===== src/rtl/perf_event_monitor_if.sv =====
// Control, event and readout bundle between the CPU-side logic and perf_event_monitor.
// The CPU-side logic drives the master side and the monitor is the slave.
interface perf_event_monitor_if #(
  parameter int NUM_EVT = 4,
  parameter int CNT_W   = 32,
  parameter int SEL_W   = 4
);
  logic               start_i;
  logic               clear_i;
  logic [NUM_EVT-1:0] evt_i;
  logic [NUM_EVT-1:0] evt_mask_i;
  logic [SEL_W-1:0]   rd_sel_i;
  logic [CNT_W-1:0]   rd_data_o;
  logic [CNT_W-1:0]   cycle_o;
  logic               running_o;
  logic               done_o;
  logic [NUM_EVT:0]   sat_o;

  modport master (
    output start_i, clear_i, evt_i, evt_mask_i, rd_sel_i,
    input  rd_data_o, cycle_o, running_o, done_o, sat_o
  );

  modport slave (
    input  start_i, clear_i, evt_i, evt_mask_i, rd_sel_i,
    output rd_data_o, cycle_o, running_o, done_o, sat_o
  );
endinterface


===== src/rtl/perf_event_monitor.sv =====
// Pipeline performance monitor: it counts run cycles and masked events with saturating
// counters, stops itself after CYCLE_LIMIT run cycles, and has a registered readout mux.
module perf_event_monitor #(
  parameter int NUM_EVT     = 4,
  parameter int CNT_W       = 32,
  parameter int CYCLE_LIMIT = 30,
  parameter int SEL_W       = 4
) (
  input logic                 clk_i,
  input logic                 rst_i,
  perf_event_monitor_if.slave mon
);

  typedef enum logic [1:0] {IDLE, RUN, DONE} state_e;

  localparam logic [CNT_W-1:0] CNT_MAX = '1;
  localparam logic [CNT_W-1:0] LIMIT   = CNT_W'(CYCLE_LIMIT);

  state_e           state_q, state_d;
  logic [CNT_W-1:0] cnt_q [NUM_EVT+1];
  logic [CNT_W-1:0] cnt_d [NUM_EVT+1];
  logic [NUM_EVT:0] sat_q, sat_d;
  logic [NUM_EVT:0] inc;
  logic [CNT_W-1:0] rd_data_q, rd_data_d;

  // Slot 0 is the cycle counter and slot k+1 is event channel k.
  always_comb begin
    // NOTE: every variable gets a default first, so no path leaves a value unassigned and no latch is inferred.
    state_d   = state_q;
    cnt_d     = cnt_q;
    sat_d     = sat_q;
    inc       = '0;
    rd_data_d = '0;

    for (int i = 0; i <= NUM_EVT; i++) begin
      if (int'(mon.rd_sel_i) == i) rd_data_d = cnt_q[i];
    end

    if (mon.clear_i) begin
      for (int i = 0; i <= NUM_EVT; i++) cnt_d[i] = '0;
      sat_d   = '0;
      state_d = IDLE;
    end else begin
      unique case (state_q)
        IDLE: if (mon.start_i) state_d = RUN;
        RUN: begin
          inc = {mon.evt_i & mon.evt_mask_i, 1'b1};
          for (int i = 0; i <= NUM_EVT; i++) begin
            if (inc[i]) begin
              if (cnt_q[i] == CNT_MAX) sat_d[i] = 1'b1;
              else                     cnt_d[i] = cnt_q[i] + CNT_W'(1);
            end
          end
          // Reaching the budget wins over a simultaneous pause.
          if (CYCLE_LIMIT != 0 && cnt_d[0] == LIMIT) state_d = DONE;
          else if (!mon.start_i)                     state_d = IDLE;
        end
        DONE:    state_d = DONE;
        default: state_d = IDLE;
      endcase
    end
  end

  // NOTE: the counters are a small set of flops rather than a RAM, so each one gets a reset value.
  always_ff @(posedge clk_i or negedge rst_i) begin
    if (!rst_i) begin
      state_q   <= IDLE;
      cnt_q     <= '{default: '0};
      sat_q     <= '0;
      rd_data_q <= '0;
    end else begin
      // NOTE: non-blocking assignments make every flop sample the pre-edge values.
      state_q   <= state_d;
      cnt_q     <= cnt_d;
      sat_q     <= sat_d;
      rd_data_q <= rd_data_d;
    end
  end

  assign mon.rd_data_o = rd_data_q;
  assign mon.cycle_o   = cnt_q[0];
  assign mon.running_o = (state_q == RUN);
  assign mon.done_o    = (state_q == DONE);
  assign mon.sat_o     = sat_q;

endmodule


===== src/flat_wrapper.sv =====
// flat-port wrapper written by rule: the top's interface ports become plain ports
module perf_event_monitor_flat 
#(
  parameter int NUM_EVT     = 4,
  parameter int CNT_W       = 32,
  parameter int CYCLE_LIMIT = 30,
  parameter int SEL_W       = 4
)
  (clk_i, rst_i, mon_start_i, mon_clear_i, mon_evt_i, mon_evt_mask_i, mon_rd_sel_i, mon_rd_data_o, mon_cycle_o, mon_running_o, mon_done_o, mon_sat_o);
  perf_event_monitor_if #(.NUM_EVT(NUM_EVT), .CNT_W(CNT_W), .SEL_W(SEL_W)) mon_i ();
  input logic clk_i;
  input logic rst_i;
  input wire logic [$bits(mon_i.start_i)-1:0] mon_start_i;
  input wire logic [$bits(mon_i.clear_i)-1:0] mon_clear_i;
  input wire logic [$bits(mon_i.evt_i)-1:0] mon_evt_i;
  input wire logic [$bits(mon_i.evt_mask_i)-1:0] mon_evt_mask_i;
  input wire logic [$bits(mon_i.rd_sel_i)-1:0] mon_rd_sel_i;
  output wire logic [$bits(mon_i.rd_data_o)-1:0] mon_rd_data_o;
  output wire logic [$bits(mon_i.cycle_o)-1:0] mon_cycle_o;
  output wire logic [$bits(mon_i.running_o)-1:0] mon_running_o;
  output wire logic [$bits(mon_i.done_o)-1:0] mon_done_o;
  output wire logic [$bits(mon_i.sat_o)-1:0] mon_sat_o;
  assign mon_i.start_i = mon_start_i;
  assign mon_i.clear_i = mon_clear_i;
  assign mon_i.evt_i = mon_evt_i;
  assign mon_i.evt_mask_i = mon_evt_mask_i;
  assign mon_i.rd_sel_i = mon_rd_sel_i;
  assign mon_rd_data_o = mon_i.rd_data_o;
  assign mon_cycle_o = mon_i.cycle_o;
  assign mon_running_o = mon_i.running_o;
  assign mon_done_o = mon_i.done_o;
  assign mon_sat_o = mon_i.sat_o;
  perf_event_monitor #(.NUM_EVT(NUM_EVT), .CNT_W(CNT_W), .CYCLE_LIMIT(CYCLE_LIMIT), .SEL_W(SEL_W)) u_core (.clk_i(clk_i), .rst_i(rst_i), .mon(mon_i));
endmodule

===== config.mk =====
export PLATFORM = sky130hd
export DESIGN_NAME = perf_event_monitor_flat
export DESIGN_NICKNAME = d
export VERILOG_FILES = /design/src/rtl/perf_event_monitor_if.sv /design/src/rtl/perf_event_monitor.sv /design/src/flat_wrapper.sv
export SDC_FILE = /design/constraint.sdc
export NUM_CORES = 1
export LEC_CHECK = 0
export ABC_AREA = 1
export BUFFER_PORTS_ARGS = -buffer_cell sky130_fd_sc_hd__buf_2
export CELL_PAD_IN_SITES_DETAIL_PLACEMENT = 0
export CELL_PAD_IN_SITES_GLOBAL_PLACEMENT = 1
export CORE_MARGIN = 5
export CORE_UTILIZATION = 30
export CTS_CLUSTER_SIZE = 8
export DETAILED_ROUTE_END_ITERATION = 16
export HOLD_SLACK_MARGIN = 0.05
export PLACE_DENSITY_LB_ADDON = 0.12
export SETUP_SLACK_MARGIN = 0.1
export SYNTH_ARGS = -nofsm -noshare
export SYNTH_HDL_FRONTEND = slang
export SYNTH_SLANG_ARGS = --single-unit

===== constraint.sdc =====
create_clock -name clk_i -period 2.2 [get_ports clk_i]
set_input_delay 0.11 -clock clk_i [delete_from_list [all_inputs] [get_ports clk_i]]
set_output_delay 0.11 -clock clk_i [all_outputs]
set_load 0.02 [all_outputs]

* Yosys cells after proc, flatten, opt, wreduce, memory -nomap -nowiden
Cells that the tools add are included.
Widths: inputs -> output; s select.
** Operators by class
- Equal/unequal tests :: 18
- Muxes and demuxes :: 34
- Bitwise logic cells :: 1
- Multiply operators :: 0
- Reductions and logical operators :: 22
- Add/sub/neg operators :: 5
- Div/mod/pow operators :: 0
- Shift-type cells :: 0
- $lt $le $gt $ge :: 0
** Operators by type and width (count)
- $mux 32 :: 16
- $mux 160 :: 2
- $add 32x1->32 const B :: 5
- $eq 32x32->1 const B :: 5
- $eq 32x5->1 const B :: 1
- $reduce_and 3->1 :: 8
- $reduce_bool 2->1 :: 10
- $mux 5 :: 2
- $mux 1 :: 9
- $eq 4x3->1 const B :: 2
- $mux 2 :: 4
- $ne 2x2->1 const B :: 4
- $pmux 2 s3 :: 1
- $and 4x4->4 :: 1
- $eq 4x2->1 const B :: 1
- $eq 4x4->1 const B :: 1
- $logic_not 4->1 :: 1
- $ne 4x3->1 const B :: 1
- $reduce_and 2->1 :: 2
- $ne 3x3->1 const B :: 1
- $eq 2x1->1 const B :: 1
- $eq 2x2->1 const B :: 1
- $logic_not 2->1 :: 1
** Word-level totals
- Bits in read-only memories :: 0
- RAM bits :: 0
- Register bits :: 199
- Logic and storage cells :: 92
- Input bits :: 16
- Output and inout bits :: 71
- Memories :: 0
- Bits in latches :: 0

* Logic depth before layout (Yosys ltp)
- Depth after elaboration :: 8
- Depth in mapped cells :: 15
- Gate-level depth less buffers :: 15

* Worst setup path after synthesis
OpenSTA, ideal clock, no wires.
- Kind :: reg-to-reg
- Start point :: register u_core.cnt_q, in the netlist u_core.mon.cycle_o[0]
- End point :: register u_core.state_q[0]
- Data arrival time :: 1.852 ns
- Period minus slack after synthesis :: 1.970 ns
- Library setup time :: 0.118 ns
- Buffers on the path :: 1
- Stages on the path, launching flop included :: 15
- Path slack :: 0.230 ns
- Data required time :: 2.082 ns
- Cells stage by stage :: dfrtp_1 -> ha_1 -> inv_1 -> nor2_4 -> nand2_2 -> nor2_4 -> nand2_4 -> buf_2 -> nand2_1 -> nor3_1 -> nand3_1 -> nor2_1 -> nand3_1 -> nand3_1 -> nand2_1
** On the way
- Word-level cells in the longest chain between the ends :: 8
- Elaborated cells on any way between the ends :: 11
- Classes of those cells :: 1 x add/sub; 3 x eq/ne; 6 x mux; 1 x reduce/logical
** RTL lines
- start, declared :: line perf_event_monitor.sv:20 : logic [CNT_W-1:0] cnt_q [NUM_EVT+1];
- start signal, assigned :: line perf_event_monitor.sv:74 : cnt_q <= cnt_d;
- $add 32x1->32 / $eq 32x32->1 (equally long branches) :: line perf_event_monitor.sv:51, perf_event_monitor.sv:50
- $mux 32 * :: line perf_event_monitor.sv:50 : if (cnt_q[i] == CNT_MAX) sat_d[i] = 1'b1;
- $mux 32 * :: line perf_event_monitor.sv:44 : unique case (state_q)
- $mux 32 * :: line perf_event_monitor.sv:39 : if (mon.clear_i) begin
- $eq 32x5->1 * :: line perf_event_monitor.sv:55 : if (CYCLE_LIMIT != 0 && cnt_d[0] == LIMIT) state_d = DONE;
- $mux 2 :: line perf_event_monitor.sv:55
- $pmux 2 s3 :: line perf_event_monitor.sv:44
- $mux 2 :: line perf_event_monitor.sv:39
- end signal, assigned :: line perf_event_monitor.sv:73 : state_q <= state_d;
- end, declared :: line perf_event_monitor.sv:19 : state_e state_q, state_d;
Mark *: on every way between the ends. The rest lies on a longest branch, timed or not. The select of a mux whose other input is x is not followed.
A chain may end at the register's enable or synchronous reset.

* Worst setup path in the final report
- Start point :: register u_core.cnt_q, in the netlist u_core.mon.cycle_o[11]
- End point :: register u_core.state_q[1]
The elaborated chain is that of the path after synthesis.

==> results_tabular.tex <==
\begin{tabular}{lr}
\hline
Metric & Value \\
\hline
\multicolumn{2}{l}{\textbf{Status}} \\
\quad Status & finished clean \\
\multicolumn{2}{l}{\textbf{Yosys}} \\
\quad Count of different cell masters after synthesis & 51 \\
\quad Number of flops mapped to enable cells by yosys & 0 \\
\quad Post-synth top cells & sky130\_fd\_sc\_hd\_\_nand2\_1 (413), sky130\_fd\_sc\_hd\_\_dfrtp\_1 (199), sky130\_fd\_sc\_hd\_\_nor2\_1 (176), sky130\_fd\_sc\_hd\_\_inv\_1 (172), sky130\_fd\_sc\_hd\_\_nand3\_1 (116) \\
\quad Number of warning messages in the yosys log & 0 \\
\quad Synth Area per Inst & 7.28 um2 \\
\quad Dominant cell by count in the synthesized netlist & sky130\_fd\_sc\_hd\_\_nand2\_1 \\
\quad Total standard cell area after synthesis & 0.0126 mm2 \\
\quad Number of cells produced by synthesis & 1,727 \\
\quad Sequential share of the synthesized area & 39.6\% \\
\quad Proportion of register bits with asynchronous set or reset after synthesis & 100\% \\
\quad Total of flip-flops plus latches after synthesis & 199 \\
\quad Top area cells in the synthesized netlist & sky130\_fd\_sc\_hd\_\_dfrtp\_1 (40\%), sky130\_fd\_sc\_hd\_\_nand2\_1 (12\%), sky130\_fd\_sc\_hd\_\_nor2\_1 (5.3\%), sky130\_fd\_sc\_hd\_\_inv\_1 (5.1\%), sky130\_fd\_sc\_hd\_\_nand3\_1 (4.6\%) \\
\quad Share of the synthesized area in the top cell type & 39.6\% \\
\quad Library cell with the largest summed area after synthesis & sky130\_fd\_sc\_hd\_\_dfrtp\_1 \\
\quad Primary flip-flop cell chosen by synthesis mapping & sky130\_fd\_sc\_hd\_\_dfrtp\_1 \\
\quad Synthesized net count & 1,748 \\
\multicolumn{2}{l}{\textbf{Layout}} \\
\quad Fraction of final layout cells with drive strength greater than 1 & 25.4\% \\
\quad Antenna cells & 0 \\
\quad Count of fill cells added during filler insertion & 4,505 \\
\quad Final design utilization & 38.4\% \\
\quad Non-filler cells, final & 2,510 \\
\quad Combined area of the multi-input logic cells & 0.00693 mm2 \\
\quad Net count reported at finish & 1,979 \\
\quad Register cell area after layout & 0.00499 mm2 \\
\quad Synthesis-to-layout area growth & 27.3\% \\
\multicolumn{2}{l}{\textbf{Critical path}} \\
\quad Critical path required time & 2.54 ns \\
\quad R2R Path End & u\_core.state\_q[1]\$\_DFFE\_PN0P\_ \\
\quad WP data arrival & 2.37 ns \\
\quad Crit path kind & reg -> reg \\
\quad Number of cell instances on the worst register-to-register path & 13 \\
\quad Capture point of the worst path & u\_core.state\_q[1]\$\_DFFE\_PN0P\_ \\
\quad Type of origin of the critical path & flop \\
\quad Critical path origin & u\_core.mon.cycle\_o[11]\$\_DFFE\_PN0P\_ \\
\quad Reg-to-Reg Start & u\_core.mon.cycle\_o[11]\$\_DFFE\_PN0P\_ \\
\quad Critical Path Fanout Max & 5 \\
\quad Worst reg2reg setup slack & 0.17 ns \\
\quad Critical path endpoint category & flop \\
\multicolumn{2}{l}{\textbf{STA}} \\
\quad Slack of the critical path & 0.171 ns \\
\quad Final number of hold-violating endpoints & 0 \\
\quad Final setup skew & 0.0137 ns \\
\quad Count of final setup violators & 0 \\
\quad Final critical delay including setup and external delays & 2.03 ns \\
\quad Maximum frequency from static timing analysis & 0.493 GHz \\
\quad Portion of the clock cycle consumed by the worst path in the final layout & 92.2\% \\
\quad Setup repair after global routing missed its margin & yes \\
\quad Post-route worst hold slack & 0.0769 ns \\
\quad Slew at the pin closest to its max-slew limit & 0.917 ns \\
\quad Rel. slew slack & 38.8\% \\
\quad Final Max Slew Viols & 0 \\
\multicolumn{2}{l}{\textbf{GRT}} \\
\quad Residual overflow from global routing & 0 \\
\quad Largest net degree at the start of global routing & 65 \\
\quad First-pass GRT wire length & 79,200 um \\
\quad Global-route usage over all layers & 22.7\% \\
\quad Vias in the first global route & 12.7k \\
\quad Antenna violations before repair & 2 \\
\multicolumn{2}{l}{\textbf{Flow run}} \\
\quad \# Max-Cap Violations & 0 \\
\multicolumn{2}{l}{\textbf{Power and ir drop}} \\
\quad Pwr per Cell Area & 474 mW/mm2 \\
\quad Static power due to leakage & 6.72 nW \\
\quad Worst-case vdd ir drop & 0.590 mV \\
\multicolumn{2}{l}{\textbf{Detailed routing}} \\
\quad Initial DRC count & 821 \\
\quad Final WL & 53,100 um \\
\quad Average detailed-routed wire length per instance & 21.1 um \\
\quad DRC viols & 0 \\
\quad Routed via count & 12.9k \\
\quad Number of nets still failing antenna checks after routing & 0 \\
\quad Via-to-Cell Ratio & 5.12 \\
\quad Number of iterations in the first detailed-routing pass & 5 \\
\multicolumn{2}{l}{\textbf{Place}} \\
\quad Worst Setup Slack post-DPL & -0.0372 ns \\
\quad Final weighted congestion of routability-driven global placement & 0.876 \\
\quad Number of placed cells counting well taps & 2,443 \\
\quad Post-DP HPWL & 42,000 um \\
\quad Port bufs & 86 \\
\multicolumn{2}{l}{\textbf{Clocking}} \\
\quad Clk pin slew, worst setup/hold paths & 0.08 ns \\
\quad Number of buffers added by the clock tree synthesis step & 17 \\
\quad Largest buffer count on any clock path & 2 \\
\quad Cell at the root of the clock tree & sky130\_fd\_sc\_hd\_\_clkbuf\_16 \\
\quad Clock tree from TritonCTS & yes \\
\quad Number of sinks on the clock net & 199 \\
\quad Maximum level of the CTS H-tree & 4 \\
\quad Clock latency on the worst-skew pair & 0.47 ns \\
\multicolumn{2}{l}{\textbf{Hold path}} \\
\quad Class of the most critical hold timing path & in -> reg \\
\multicolumn{2}{l}{\textbf{Die}} \\
\quad Die area & 0.0461 mm2 \\
\quad Core footprint & 0.0417 mm2 \\
\quad Starting Density & 30.2\% \\
\quad Count of pins on the block boundary & 87 \\
\quad Die width & 215 um \\
\quad Std-Cell Rows & 75 \\
\quad Y dimension of the die & 215 um \\
\hline
\end{tabular}
## worst max-delay path: stages (launching register included)
cell and delay (ns):
sky130_fd_sc_hd__dfrtp_1 0.39, sky130_fd_sc_hd__nand2_1 0.15, sky130_fd_sc_hd__nor2_4 0.14, sky130_fd_sc_hd__nand2_1 0.11, sky130_fd_sc_hd__nor2_4 0.29, sky130_fd_sc_hd__nand2_8 0.12
sky130_fd_sc_hd__buf_4 0.15, sky130_fd_sc_hd__buf_4 0.12, sky130_fd_sc_hd__nand3_1 0.12, sky130_fd_sc_hd__nor2_4 0.07, sky130_fd_sc_hd__nand3_2 0.07, sky130_fd_sc_hd__nor2_4 0.05
sky130_fd_sc_hd__nand4_1 0.06, sky130_fd_sc_hd__a21oi_1 0.06
## repair_timing
item	in CTS	in global routing
setup endpoints to repair	20	101
gates cloned	0	1
gates resized for setup	19	136
hold buffers	4	0
hold endpoints to repair	60	0
pin swaps	2	26
buffers inserted	0	30
## per-layer routing
metal	vias to the layer above	part of all wire, %	global-route usage (%)
li1	6240	-	-
met1	6217	43	29.0
met5	-	0.034	0
met3	64	5.8	5.17
met2	325	48	38.2
met4	4	2.7	7.04
## cells in the final DEF (no fill, tap or decap), drive strengths merged, types with 42 or more instances in the layout
cell   netlist  final
dfrtp      199    199
nand4       51     51
o21ai      120    120
nor2       187    187
inv        183    190
nor3        74     74
o31ai       42     42
nand3      121    121
a21oi       75     75
buf         52    290
nand2      429    430
## through the flow
stage / TNS [ns] / power (mW) / instance area [um2]
2_1_floorplan: 0 / 3.98 / 12600
3_5_place_dp: -0.113 / 4.27 / 14600
3_3_place_gp: -0.0421 / 4.27 / 14600
6_report: 0 / 7.58 / 16000
5_1_grt: 0 / 7.84 / 16000
4_1_cts: 0 / 7.68 / 15300
## state kept, by name, indices dropped and copies added, names as in the netlist
name and flops:
u_core.mon.sat_o 5, u_core.state_q 2, u_core.mon.rd_data_o 32, u_core.cnt_q 128
u_core.mon.cycle_o 32
## how the worst min path moves through the flow
stage / from / to / cells past startpoint
after floorplan: rst_i / u_core.cnt_q[0]$_DFFE_PN0P_ / 0
after global placement: rst_i / u_core.mon.cycle_o[11]$_DFFE_PN0P_ / 1
after detailed placement: rst_i / u_core.mon.cycle_o[9]$_DFFE_PN0P_ / 1
after CTS: mon_evt_i[1] / u_core.cnt_q[67]$_DFFE_PN0P_ / 5
after global routing: mon_evt_i[0] / u_core.mon.sat_o[1]$_DFFE_PN0P_ / 5
final: mon_evt_i[0] / u_core.mon.sat_o[1]$_DFFE_PN0P_ / 5
## where the power goes
group	internal, mW	switching (mW)
Sequential	3.67	0.0121
Combinational	0.140	0.389
Clock	1.74	1.63
Total	5.55	2.03
## cells by family after synthesis
logic type / count (synthesis) / synth area share (%)
buf+inv: 269 / 9.38
flops: 199 / 39.6
fa+ha+maj: 5 / 0.498
compound gates: 300 / 14.2
simple gates: 901 / 32.6
xor+xnor: 53 / 3.69
## area by class of cell
| class | count | share of cell area (%) |
|---|---|---|
| clock buffers | 18 | 2.74 |
| clock inverters | 14 | 1.02 |
| inverters | 186 | 4.46 |
| multi-input cells | 1260 | 43.3 |
| flip-flops and latches | 199 | 31.2 |
| well taps | 539 | 4.21 |
| repair buffers | 294 | 13.1 |
No activity file was read; power rests on OpenSTA's default activity.
